[config.mk]
export PLATFORM = sky130hd
export DESIGN_NAME = coin_sw_sequencer_flat
export DESIGN_NICKNAME = d
export VERILOG_FILES = /design/src/rtl/coin_sw_sequencer_pkg.sv /design/src/rtl/coin_sw_sequencer_if.sv /design/src/rtl/coin_sw_sequencer_edge_detect.sv /design/src/rtl/coin_sw_sequencer.sv /design/src/flat_wrapper.sv
export SDC_FILE = /design/constraint.sdc
export NUM_CORES = 1
export LEC_CHECK = 0
export CAP_MARGIN = 10
export CORE_ASPECT_RATIO = 0.75
export CORE_MARGIN = 5
export CORE_UTILIZATION = 64
export CTS_CLUSTER_DIAMETER = 80
export DETAILED_ROUTE_END_ITERATION = 6
export PLACE_DENSITY_LB_ADDON = 0.1
export RECOVER_POWER = 50
export SLEW_MARGIN = 10
export SYNTH_ARGS = -nofsm -noshare
export SYNTH_HDL_FRONTEND = slang
export SYNTH_SLANG_ARGS = --single-unit
[constraint.sdc]
create_clock -name clk_sys -period 4.8 [get_ports clk_sys]
set_clock_uncertainty 0.05 [all_clocks]
set_input_delay 0.96 -clock clk_sys [delete_from_list [all_inputs] [get_ports clk_sys]]
set_output_delay 0.96 -clock clk_sys [all_outputs]
set_load 0.02 [all_outputs]
[src/rtl/coin_sw_sequencer_pkg.sv]
// Shared types and width helpers for the coin switch sequencer.
// Latency: n/a (types and constant functions only).
// Backpressure: n/a.
package coin_seq_pkg;

  // Sequencer FSM states.
  typedef enum logic [1:0] {
    IDLE  = 2'd0,
    PULSE = 2'd1,
    GAP   = 2'd2
  } seq_state_t;

  // Width of the shared pulse/gap down-counter. The counter only ever holds
  // a load value of N-1, so $clog2 of the larger period is enough.
  function automatic int CNT_W(input int pulse_cycles, input int gap_cycles);
    int m;
    m = (pulse_cycles > gap_cycles) ? pulse_cycles : gap_cycles;
    return (m > 1) ? $clog2(m) : 1;
  endfunction

  // Width of the pending-coin count, which must be able to hold 0..depth.
  function automatic int PEND_W(input int depth);
    return (depth > 0) ? $clog2(depth + 1) : 1;
  endfunction

endpackage

[src/rtl/coin_sw_sequencer_if.sv]
// Coin sequencer signal bundle between the input/credit side and the core.
// Latency: n/a (wires only).
// Backpressure: none; presses are queued and credit_light_n gates issue.
// Ports: coin_req[1:0], coin_clear, credit_light_n (to sequencer);
//        coin_sw, pending, busy, drop (from sequencer).
interface coin_sw_sequencer_if #(
  parameter int QUEUE_DEPTH = 3
);
  import coin_seq_pkg::*;

  localparam int PW = PEND_W(QUEUE_DEPTH);

  logic [1:0]    coin_req;
  logic          coin_clear;
  logic          credit_light_n;
  logic          coin_sw;
  logic [PW-1:0] pending;
  logic          busy;
  logic          drop;

  // Driver side (input logic / testbench).
  modport master (
    output coin_req, coin_clear, credit_light_n,
    input  coin_sw, pending, busy, drop
  );

  // Sequencer side.
  modport slave (
    input  coin_req, coin_clear, credit_light_n,
    output coin_sw, pending, busy, drop
  );

endinterface

[src/rtl/coin_sw_sequencer_edge_detect.sv]
// Two-channel rising-edge detector for the coin buttons.
// Latency: rise is combinational from din against the previous-cycle sample.
// Backpressure: none; a held level reports a single rise.
// Ports: clk_sys, reset_n, din[1:0] (levels), rise[1:0] (one-cycle strobes).
module coin_edge_detect (
  input  logic       clk_sys,
  input  logic       reset_n,
  input  logic [1:0] din,
  output logic [1:0] rise
);

  logic [1:0] prev_q;

  always_ff @(posedge clk_sys or negedge reset_n) begin
    if (!reset_n) begin
      prev_q <= 2'b00;
    end else begin
      prev_q <= din;
    end
  end

  assign rise = din & ~prev_q;

endmodule

[src/rtl/coin_sw_sequencer.sv]
// Turns coin-button presses into timed COIN_SW pulses, queued behind credit.
// Latency: press -> pending next cycle -> coin_sw rises the cycle after.
// Backpressure: queue saturates at QUEUE_DEPTH; excess presses strobe drop.
// Ports: clk_sys, reset_n (async, active-low), bus (slave modport):
//        coin_req/coin_clear/credit_light_n in, coin_sw/pending/busy/drop out.
module coin_sw_sequencer
  import coin_seq_pkg::*;
#(
  parameter int PULSE_CYCLES = 600000,
  parameter int GAP_CYCLES   = 57272,
  parameter int QUEUE_DEPTH  = 3
) (
  input logic                clk_sys,
  input logic                reset_n,
  coin_sw_sequencer_if.slave bus
);

  localparam int CW = CNT_W(PULSE_CYCLES, GAP_CYCLES);
  localparam int PW = PEND_W(QUEUE_DEPTH);
  localparam int SW = PW + 1;  // room for pending + 2 before saturation

  // ---------------------------------------------------------------- inputs
  logic [1:0] rise;

  coin_edge_detect u_edge (
    .clk_sys (clk_sys),
    .reset_n (reset_n),
    .din     (bus.coin_req),
    .rise    (rise)
  );

  // Credit lamp synchronizer; resets to 1 so nothing issues until the core
  // has actually reported "no credit".
  logic [1:0] cl_sync_q;
  logic       cl_s;

  always_ff @(posedge clk_sys or negedge reset_n) begin
    if (!reset_n) begin
      cl_sync_q <= 2'b11;
    end else begin
      cl_sync_q <= {cl_sync_q[0], bus.credit_light_n};
    end
  end

  assign cl_s = cl_sync_q[1];

  // ------------------------------------------------------------------ FSM
  seq_state_t    state_q, state_d;
  logic [CW-1:0] cnt_q, cnt_d;
  logic          coin_sw_q, coin_sw_d;
  logic          busy_q, busy_d;
  logic [PW-1:0] pending_q, pending_d;
  logic          drop_q, drop_d;
  logic          dec;

  // State register, including the registered FSM outputs.
  always_ff @(posedge clk_sys or negedge reset_n) begin
    if (!reset_n) begin
      state_q   <= IDLE;
      cnt_q     <= '0;
      coin_sw_q <= 1'b0;
      busy_q    <= 1'b0;
    end else begin
      state_q   <= state_d;
      cnt_q     <= cnt_d;
      coin_sw_q <= coin_sw_d;
      busy_q    <= busy_d;
    end
  end

  // Next-state logic. Credit is only looked at in IDLE, so a pulse that has
  // started always runs its full PULSE + GAP sequence.
  always_comb begin
    state_d = state_q;
    cnt_d   = cnt_q;
    dec     = 1'b0;
    unique case (state_q)
      IDLE: begin
        if ((pending_q != '0) && cl_s) begin
          state_d = PULSE;
          cnt_d   = CW'(PULSE_CYCLES - 1);
          dec     = 1'b1;
        end
      end
      PULSE: begin
        if (cnt_q == '0) begin
          state_d = GAP;
          cnt_d   = CW'(GAP_CYCLES - 1);
        end else begin
          cnt_d = cnt_q - 1'b1;
        end
      end
      GAP: begin
        if (cnt_q == '0) begin
          state_d = IDLE;
        end else begin
          cnt_d = cnt_q - 1'b1;
        end
      end
      default: begin
        state_d = IDLE;
        cnt_d   = '0;
      end
    endcase
  end

  // Output logic, registered alongside the state so coin_sw is glitch-free.
  always_comb begin
    coin_sw_d = (state_d == PULSE);
    busy_d    = (state_d != IDLE);
  end

  // --------------------------------------------------------- pending queue
  // dec only fires with pending > 0, so the subtraction cannot underflow.
  logic [SW-1:0] pend_sum;
  logic          pend_over;

  always_comb begin
    pend_sum  = SW'(pending_q) - SW'(dec) + SW'(rise[0]) + SW'(rise[1]);
    pend_over = (pend_sum > SW'(QUEUE_DEPTH));
    if (bus.coin_clear) begin
      pending_d = '0;
      drop_d    = 1'b0;
    end else begin
      pending_d = pend_over ? PW'(QUEUE_DEPTH) : pend_sum[PW-1:0];
      drop_d    = pend_over;
    end
  end

  always_ff @(posedge clk_sys or negedge reset_n) begin
    if (!reset_n) begin
      pending_q <= '0;
      drop_q    <= 1'b0;
    end else begin
      pending_q <= pending_d;
      drop_q    <= drop_d;
    end
  end

  assign bus.coin_sw = coin_sw_q;
  assign bus.busy    = busy_q;
  assign bus.pending = pending_q;
  assign bus.drop    = drop_q;

endmodule

[src/flat_wrapper.sv]
// flat-port wrapper written by rule: the top's interface ports become plain ports
module coin_sw_sequencer_flat import coin_seq_pkg::*;
#(
  parameter int PULSE_CYCLES = 600000,
  parameter int GAP_CYCLES   = 57272,
  parameter int QUEUE_DEPTH  = 3
)
  (clk_sys, reset_n, bus_coin_req, bus_coin_clear, bus_credit_light_n, bus_coin_sw, bus_pending, bus_busy, bus_drop);
  coin_sw_sequencer_if #(.QUEUE_DEPTH(QUEUE_DEPTH)) bus_i ();
  input logic clk_sys;
  input logic reset_n;
  input wire logic [$bits(bus_i.coin_req)-1:0] bus_coin_req;
  input wire logic [$bits(bus_i.coin_clear)-1:0] bus_coin_clear;
  input wire logic [$bits(bus_i.credit_light_n)-1:0] bus_credit_light_n;
  output wire logic [$bits(bus_i.coin_sw)-1:0] bus_coin_sw;
  output wire logic [$bits(bus_i.pending)-1:0] bus_pending;
  output wire logic [$bits(bus_i.busy)-1:0] bus_busy;
  output wire logic [$bits(bus_i.drop)-1:0] bus_drop;
  assign bus_i.coin_req = bus_coin_req;
  assign bus_i.coin_clear = bus_coin_clear;
  assign bus_i.credit_light_n = bus_credit_light_n;
  assign bus_coin_sw = bus_i.coin_sw;
  assign bus_pending = bus_i.pending;
  assign bus_busy = bus_i.busy;
  assign bus_drop = bus_i.drop;
  coin_sw_sequencer #(.PULSE_CYCLES(PULSE_CYCLES), .GAP_CYCLES(GAP_CYCLES), .QUEUE_DEPTH(QUEUE_DEPTH)) u_core (.clk_sys(clk_sys), .reset_n(reset_n), .bus(bus_i));
endmodule
Yosys cells after proc, flatten, opt, wreduce, memory -nomap -nowiden
Cells that the tools add are included.
{"block": "totals", "regBits": 31, "input_bits": 6, "out_inout_bits": 5, "elab_cells": 39}
{"block": "op_classes", "n_addsub": 4, "magnitude_cmp": 1, "n_eq_ne": 5, "mux": 13, "n_bitwise": 2, "n_reduce_logical": 6}
{"cell": "two-way mux 20 bit", "count": 3}
{"cell": "one-hot mux 20 bit (3 select lines)", "count": 1}
{"cell": "logical NOT 20 bit", "count": 1}
{"cell": "subtractor 20 x 1 -> 20 bit, second input constant", "count": 1}
{"cell": "two-way mux 2 bit", "count": 5}
{"cell": "adder 3 x 1 -> 3 bit", "count": 2}
{"cell": "one-hot mux 2 bit (3 select lines)", "count": 1}
{"cell": "equality test 2 x 1 -> 1 bit, second input constant", "count": 2}
{"cell": "nonzero test 2 bit", "count": 2}
{"cell": "greater-than comparator 3 x 2 -> 1 bit, second input constant", "count": 1}
{"cell": "two-way mux 1 bit", "count": 3}
{"cell": "subtractor 2 x 1 -> 3 bit", "count": 1}
{"cell": "AND 2 bit", "count": 1}
{"cell": "equality test 2 bit, second input constant", "count": 1}
{"cell": "logical NOT 2 bit", "count": 1}
{"cell": "!= test 2 x 1 -> 1 bit, second input constant", "count": 1}
{"cell": "!= test 2 bit, second input constant", "count": 1}
{"cell": "inverter 2 bit", "count": 1}
{"cell": "AND reduction 2 bit", "count": 1}
{"cell": "logical AND 1 bit", "count": 1}

Depth between registers and ports, before layout
{"block": "depth", "depth_word": 10, "depth_mapped": 10}

Hierarchy
Synthesis repeated with hierarchy kept, for this count alone.
{"block": "hier_totals", "hier_cells": 201, "hier_area_um2": 1835.5}
{"mod": "coin_sw_sequencer", "instances": 1, "cells_each": 197, "area_per_inst_um2": 1757.9, "seq_area_each_um2": 728.2}
{"mod": "coin_edge_detect", "instances": 1, "cells_each": 4, "area_per_inst_um2": 77.6, "seq_area_each_um2": 50.0}

Worst setup path before layout
OpenSTA, ideal clock, no wires.
{"block": "synth_timing", "path_kind": "input-to-reg", "startpoint": "input bus_coin_req[1]", "endpoint": "register u_core.pending_q[0], in the netlist u_core.bus.pending[0]", "setup_ps": 127, "arrival_time_ps": 2378, "setup_slack_ps": 2245, "path_stages": 7, "path_cell_list": "nand2b_1 > ha_1 > fa_1 > fa_1 > xor2_1 > nand2b_1 > o21ai_0"}
{"block": "synth_via", "elab_chain_len": 5}
{"item": "start, declared", "line": "flat_wrapper.sv:12", "rtl": "input wire logic [$bits(bus_i.coin_req)-1:0] bus_coin_req;"}
{"item": "AND 2 bit *", "line": "coin_sw_sequencer_edge_detect.sv:22", "rtl": "assign rise = din & ~prev_q;"}
{"item": "adder 3 x 1 -> 3 bit *", "line": "coin_sw_sequencer.sv:119", "rtl": "pend_sum = SW'(pending_q) - SW'(dec) + SW'(rise[0]) + SW'(rise[1]);"}
{"item": "greater-than comparator 3 x 2 -> 1 bit", "line": "coin_sw_sequencer.sv:120", "rtl": "pend_over = (pend_sum > SW'(QUEUE_DEPTH));"}
{"item": "two-way mux 2 bit *", "line": "coin_sw_sequencer.sv:125", "rtl": "pending_d = pend_over ? PW'(QUEUE_DEPTH) : pend_sum[PW-1:0];"}
{"item": "two-way mux 2 bit *", "line": "coin_sw_sequencer.sv:121", "rtl": "if (bus.coin_clear) begin"}
{"item": "via u_core.pending_d[0]", "line": "coin_sw_sequencer.sv:52", "rtl": "logic [PW-1:0] pending_q, pending_d;"}
{"item": "end signal, assigned", "line": "coin_sw_sequencer.sv:135", "rtl": "pending_q <= pending_d;"}
{"item": "end, declared", "line": "coin_sw_sequencer.sv:52"}
Mark *: on every way through the listed nets, which the timed path passes. The rest lies on a longest branch.
A chain may end at the register's enable or synchronous reset.

Final worst setup path
{"block": "layout_timing", "startpoint": "input bus_coin_req[1]", "endpoint": "register u_core.pending_q[1], in the netlist u_core.bus.pending[1]"}
Same word-level chain as after synthesis.

==> PnR_summary.wiki <==
{| class="wikitable"
! Metric !! Value
|-
| Post-CTS setup repair buffer count || 0
|-
| Clk slew on worst S/H paths || roughly 60 ps
|-
| Full die area || roughly 4300 µm²
|-
| Synth Area per Inst || about 9.5 µm²
|-
| Share of synthesized registers carrying an async set or reset || 100%
|-
| Hold crit path type || reg2reg
|-
| Maximum buffer depth of the clock tree || 2
|-
| Number of gates resized after CTS || 0
|-
| VDD IR max || around 360 µV
|-
| Pin slew with the least headroom to its limit || about 1600 ps
|-
| Global-route wire length before repair || 7.76 mm
|-
| Hold path start || u_core.cl_sync_q[0]
|-
| # IOs || 11
|-
| Initial antenna violation count || 0
|-
| Pwr/cell area || 459 nW/µm²
|-
| Final critical-path required period || 2880 ps
|-
| Yosys cell types || 52
|-
| Crit path launch || bus_coin_req[1]
|-
| Ranking of synthesized cells by area || sky130_fd_sc_hd__dfrtp_1 37%, sky130_fd_sc_hd__nor2_1 4.0%, sky130_fd_sc_hd__o21ai_1 3.1%, sky130_fd_sc_hd__dfstp_2 2.7%, sky130_fd_sc_hd__xor2_1 2.7%
|-
| Fraction of the yosys area taken by sequential cells || between 30% and 40%
|-
| Highest attainable clock frequency || about 350 MHz
|-
| Normalized max-slew margin || -9.01%
|-
| Setup repair after global routing missed its margin || false
|-
| Sequential fraction of design power || between 40% and 50%
|-
| Remaining number of nets flagged by the antenna check after routing || 0
|-
| Remaining global-route overflow || 0
|-
| DRC errors left || 0
|-
| Die width || 73.9 µm
|-
| Die Height || around 58 µm
|-
| Final standard cell utilization of the core || 73.1%
|-
| Status || complete, but fails checks
|-
| Share of the clock period used by the worst path || between 60% and 70%
|-
| Power share of the combinational group || ~33%
|-
| Sw frac || between 40% and 50%
|-
| Iter 0 DRT Violations || ~190
|-
| RR Endpoint || u_core.bus.pending[1]
|-
| Post-synth EDFFs || 0
|-
| Worst Path Class, Setup || in2reg
|-
| GRT Total Usage || about a quarter
|-
| Share of the synthesized area in the top cell type || between 30% and 40%
|-
| Syn nets || 218
|-
| Count of mapped cells out of synthesis || roughly 210
|-
| Failing checks || max-capacitance violations, max-slew violations
|-
| Largest fanout on the critical path || 3
|-
| P_int || ~590 µW
|-
| Type of element capturing the critical path || register
|-
| Category of the worst setup path launch point || input pin
|-
| Yosys Warn Count || 0
|-
| Most used standard cells in the synthesized netlist || 29 x sky130_fd_sc_hd__dfrtp_1, 21 x sky130_fd_sc_hd__nor2_1, 12 x sky130_fd_sc_hd__o21ai_1, 10 x sky130_fd_sc_hd__nand2_1
|-
| Reg-to-reg setup timing slack || a little under 2000 ps
|-
| Most numerous cell in the Yosys netlist || sky130_fd_sc_hd__dfrtp_1
|-
| Root buffer cell || sky130_fd_sc_hd__clkbuf_8
|-
| Worst-case reg-to-reg path depth || 9
|-
| Final setup violation count || 0
|-
| Combined area of all synthesized cells || 1960 µm²
|-
| Count of input and output buffers || 10
|-
| Psw || ~400 µW
|-
| Data required time of the critical path || about 4900 ps
|-
| Average routed wire per standard cell || approximately 18 µm
|-
| HPWL after DPL || 3.21 mm
|-
| Hold Violations, Final || 0
|-
| Syn-to-layout area delta || 9.38%
|-
| Number of standard-cell rows in the floorplan || 17
|-
| Leading register cell type out of synthesis || sky130_fd_sc_hd__dfrtp_1
|-
| Floorplan core area || just under 3000 µm²
|-
| Clock share of power || between 20% and 30%
|-
| Insertion delay to the later sink of the worst-skew pair || 290 ps
|-
| Final-layout fill cell count || 217
|-
| Critical path endpoint || u_core.bus.pending[1]
|-
| Pins Over Slew Limit || 32
|-
| Share of final-layout standard cells stronger than drive strength 1 || 12.4%
|-
| Initial core utilization || 66.8%
|-
| Max-cap violation count || 1
|-
| Clock tree from TritonCTS || yes
|-
| Inserted Diodes || 0
|-
| Source of the worst register-to-register timing path || u_core.state_q[1]
|-
| Layout net count || approximately 230
|-
| Hold buffers post-CTS || 0
|-
| Via count of the routed design || between 1500 and 2000
|-
| TritonCTS buffer count || 5
|-
| Deepest level of the CTS H-tree || 2
|-
| Clock Sinks || 31
|-
| Smallest hold slack || around 310 ps
|-
| Number of register bits inferred by synthesis || 31
|-
| Post-Route Setup TNS || 0 ps
|-
| Weighted congestion reported at the end of routability-driven placement || just over 1
|-
| Cell type with the highest aggregate area in the netlist || sky130_fd_sc_hd__dfrtp_1
|-
| Via density per instance || 6.71
|-
| Static leakage power || approximately 0.00087 µW
|-
| Total detailed-routing wirelength || roughly 4.5 mm
|-
| Via count of the first global-routing pass || roughly 1600
|-
| Arrival time of data at the critical path endpoint || 3000 ps
|-
| Number of iterations in the first detailed-routing pass || 5
|-
| Largest net degree at the start of global routing || 32
|}
## cell usage in the layout (no fill, tap or decap), drive strengths merged, types with 5 or more instances in the layout
cell type and count:
nand2b 6, and3 5, nor2 22, o22ai 5
a21o 5, nor3 8, a21oi 9, clkdlybuf4s50 6
xor2 6, inv 11, dfrtp 29, nand2 11
o21ai 21, a31oi 8, clkbuf 8
## power groups by stage
stage / clock, µW / sequential [µW] / combinational, µW
2_1_floorplan: 0 / 440 / 242
3_5_place_dp: 0 / 460 / 323
4_1_cts: 204 / 456 / 326
5_1_grt: 219 / 468 / 359
6_report: 198 / 460 / 328
3_3_place_gp: 0 / 452 / 304
## sequential cells by signal, summed over array words and instances, names as in the netlist
name                  cells
u_core.cnt_q             20
u_core.bus.coin_sw        1
u_core.bus.pending        2
u_core.bus.drop           1
u_core.cl_sync_q          2
u_core.u_edge.prev_q      2
u_core.bus.busy           1
u_core.state_q            2
## logic make-up (layout without fill, tap and decap cells)
kind of cell             after synthesis  after routing  share of synthesized area, %
XOR/XNOR                               9              9                          4.02
flip-flops                            31             31                          39.7
AND/OR/NAND/NOR                       70             70                          22.4
AO/OA/AOI/OAI                         72             72                          25.4
buffers and inverters                 20             30                          4.59
adder cells (fa/ha/maj)                5              5                          3.95
## worst min-delay path by stage
stage / endpoint / slack [ps] / cells after the start
2_1_floorplan: u_core.cl_sync_q[1] / 300 / 0
3_3_place_gp: u_core.cl_sync_q[1] / 300 / 0
3_5_place_dp: u_core.cl_sync_q[1] / 300 / 0
4_1_cts: u_core.cl_sync_q[1] / 310 / 0
5_1_grt: u_core.cl_sync_q[1] / 320 / 0
6_report: u_core.cl_sync_q[1] / 310 / 0
## routing by layer
metal,part of all wire [%],global-route usage [%],wire length [µm]
met1,43,34.1,1950
met2,45,33.5,2060
met3,10,9.71,461
met4,1.6,6.46,74
met5,0,0,0
## critical path, cell delays in order
cell,delay (ps)
sky130_fd_sc_hd__dlygate4sd3_1,550
sky130_fd_sc_hd__nand2b_1,60
sky130_fd_sc_hd__ha_1,290
sky130_fd_sc_hd__fa_1,410
sky130_fd_sc_hd__fa_1,390
sky130_fd_sc_hd__xor2_1,150
sky130_fd_sc_hd__nand2b_1,100
sky130_fd_sc_hd__o21ai_0,90
## metrics by stage
stage | area [µm²] | cells | power, µW | setup WS [ps]
2_1_floorplan | 1960 | 207 | 682 | 2240
3_3_place_gp | 2070 | 247 | 757 | 1730
3_5_place_dp | 2070 | 247 | 783 | 1670
4_1_cts | 2150 | 255 | 985 | 1970
5_1_grt | 2150 | 255 | 1050 | 1690
6_report | 2150 | 255 | 986 | 1920
## layout make-up
| type | count | area, µm² | area share, % |
|---|---|---|---|
| Clock inverter | 1 | 5.00 | 0.233 |
| Tap cell | 38 | 47.5 | 2.22 |
| Sequential cell | 31 | 778 | 36.3 |
| Inverter | 11 | 41.3 | 1.92 |
| Multi-Input combinational cell | 156 | 1090 | 51.0 |
| Timing Repair Buffer | 11 | 104 | 4.84 |
| Clock buffer | 7 | 76.3 | 3.56 |
Note: power is estimated with default switching activity, not from simulation.
==> variant, RTL diff (same settings) <==
`GAP_CYCLES` is set to 57272 in 2 places; all go to 28636.
--- a/src/rtl/coin_sw_sequencer.sv
+++ b/src/rtl/coin_sw_sequencer.sv
@@ -7,7 +7,7 @@
   import coin_seq_pkg::*;
 #(
   parameter int PULSE_CYCLES = 600000,
-  parameter int GAP_CYCLES   = 57272,
+  parameter int GAP_CYCLES   = 28636,
   parameter int QUEUE_DEPTH  = 3
 ) (
   input logic                clk_sys,
--- a/src/flat_wrapper.sv
+++ b/src/flat_wrapper.sv
@@ -2,7 +2,7 @@
 module coin_sw_sequencer_flat import coin_seq_pkg::*;
 #(
   parameter int PULSE_CYCLES = 600000,
-  parameter int GAP_CYCLES   = 57272,
+  parameter int GAP_CYCLES   = 28636,
   parameter int QUEUE_DEPTH  = 3
 )
   (clk_sys, reset_n, bus_coin_req, bus_coin_clear, bus_credit_light_n, bus_coin_sw, bus_pending, bus_busy, bus_drop);
Function: no difference found for any inputs over 10 cycles, from zero or initial values and one cycle with reset_n low; that may be too few to reach the edited logic, so the function may still have changed.
==> variant against the original RTL <==
- the flow still finishes with violations (capacitance limit, slew limit)
- worst setup slack worse by 0.045 ns
- maximum frequency is 1.5% lower
- routed wire length is 8.8% higher
- total power is 24% higher
- core utilization is 1.6 points higher
- area after synthesis is 0.57% higher
- global-route usage is 0.94 points higher
- sequential cell count stayed put
- design area is 3.0% higher
- count of clock-buffer cells in the layout is 2 lower
- largest cell class unchanged
- largest power group unchanged
- highest routed layer unchanged
==> variant: results (changes against the original RTL) <==
Post-Syn Instances=212 (+2.4%); failing checks=capacitance limit, slew limit; synth cell count leaders=29 x dfrtp_1, 18 x nor2_1, 17 x nand2_1; maxcap violations=1 (unchanged); Worst Path Arrival=3.03 ns (+0.03 ns); total wire length=4940 um (+8.8%); dpl cell area=2080 um2 (+0.42%); FF-to-FF Start=u_core.state_q[1]$_DFF_PN0_; layout cells sized above 1=9.46% (-3.0 points); dpl cells=252 (+2.0%); total nets after synthesis=223 (+2.3%); WL/cell=19.0 um (+6.7%); flop2flop setup slack=1.94 ns; Seq/Total Area, Yosys=39.4% (-0.23 points); Layout Nets=232 (+2.2%); synth top area cells=dfrtp_1 37%, o21ai_0 4.1%, nor2_1 3.4%; pre-CTS setup slack=1.64 ns (-0.0294 ns); Synth cell types=50 (-3.8%); multiplexer share of the synthesized area=1.01% (+1.0 points); first-pass GRT wire length=8050 um (+3.7%); Tot GR Track Use=24.8% (+0.94 points); xor and xnor area share after synthesis=3.99% (-0.023 points); post-synthesis compound-gate area fraction=21.1% (-4.3 points); drt first-iter violations=275 (+48%); Port Buffers=10 (unchanged); Max Slew Vio Count=32 (unchanged); VDD IR max=0.000353 V (-1.8%); period utilization=61.0% (+0.93 points); Via Count=1789 (+4.6%); GPL Wtd Cong=1.00 (-0.53%); Leakage Power=0.855 nW (-1.2%); status=finished with violations
[variant: cell types whose count changed after synthesis, sizes merged, moves of 4 or more]
| cell | change |
|---|---|
| a21o | -5 |
| nand2 | +6 |
| clkbuf | -4 |
| o2bb2ai | -4 |
| a31oi | -5 |
| nor2b | +4 |
| buf | +5 |
| a221o | +5 |
[variant: layer usage]
layer | vias to the layer above | track usage [%] | wire [um]
li1 | 800 | - | -
met1 | 835 | 36.8 | 2140
met2 | 132 | 33.5 | 2130
met3 | 22 | 6.24 | 550
met4 | 0 | 11.6 | 119
met5 | - | 0 | 0
[variant: final cells by class]
| class | count | area [um2] | share of cell area, % |
|---|---|---|---|
| Multi-Input combinational cell | 162 | 1100 | 49.9 |
| Clock buffer | 5 | 68.8 | 3.11 |
| Tap cell | 38 | 47.5 | 2.15 |
| Clock inverter | 3 | 67.6 | 3.06 |
| Inverter | 9 | 33.8 | 1.53 |
| Timing Repair Buffer | 12 | 111 | 5.04 |
| Sequential cell | 31 | 778 | 35.2 |
[variant: final timing paths]
| check | endpoint | cells past startpoint |
|---|---|---|
| worst max-delay path | u_core.bus.pending[1]$_DFF_PN0_ | 8 |
| worst min-delay path | u_core.cl_sync_q[1]$_DFF_PN1_ | 0 |
| worst max register to register | u_core.bus.pending[1]$_DFF_PN0_ | 9 |
| worst min register to register | u_core.cl_sync_q[1]$_DFF_PN1_ | 0 |
| max in group asynchronous | u_core.cnt_q[11]$_DFFE_PN0P_ | 2 |
| min in group asynchronous | u_core.cnt_q[17]$_DFFE_PN0P_ | 2 |
[variant: where the power goes]
part,switching (mW),internal (mW)
sequential,0.124,0.339
clock,0.105,0.207
combinational,0.257,0.190
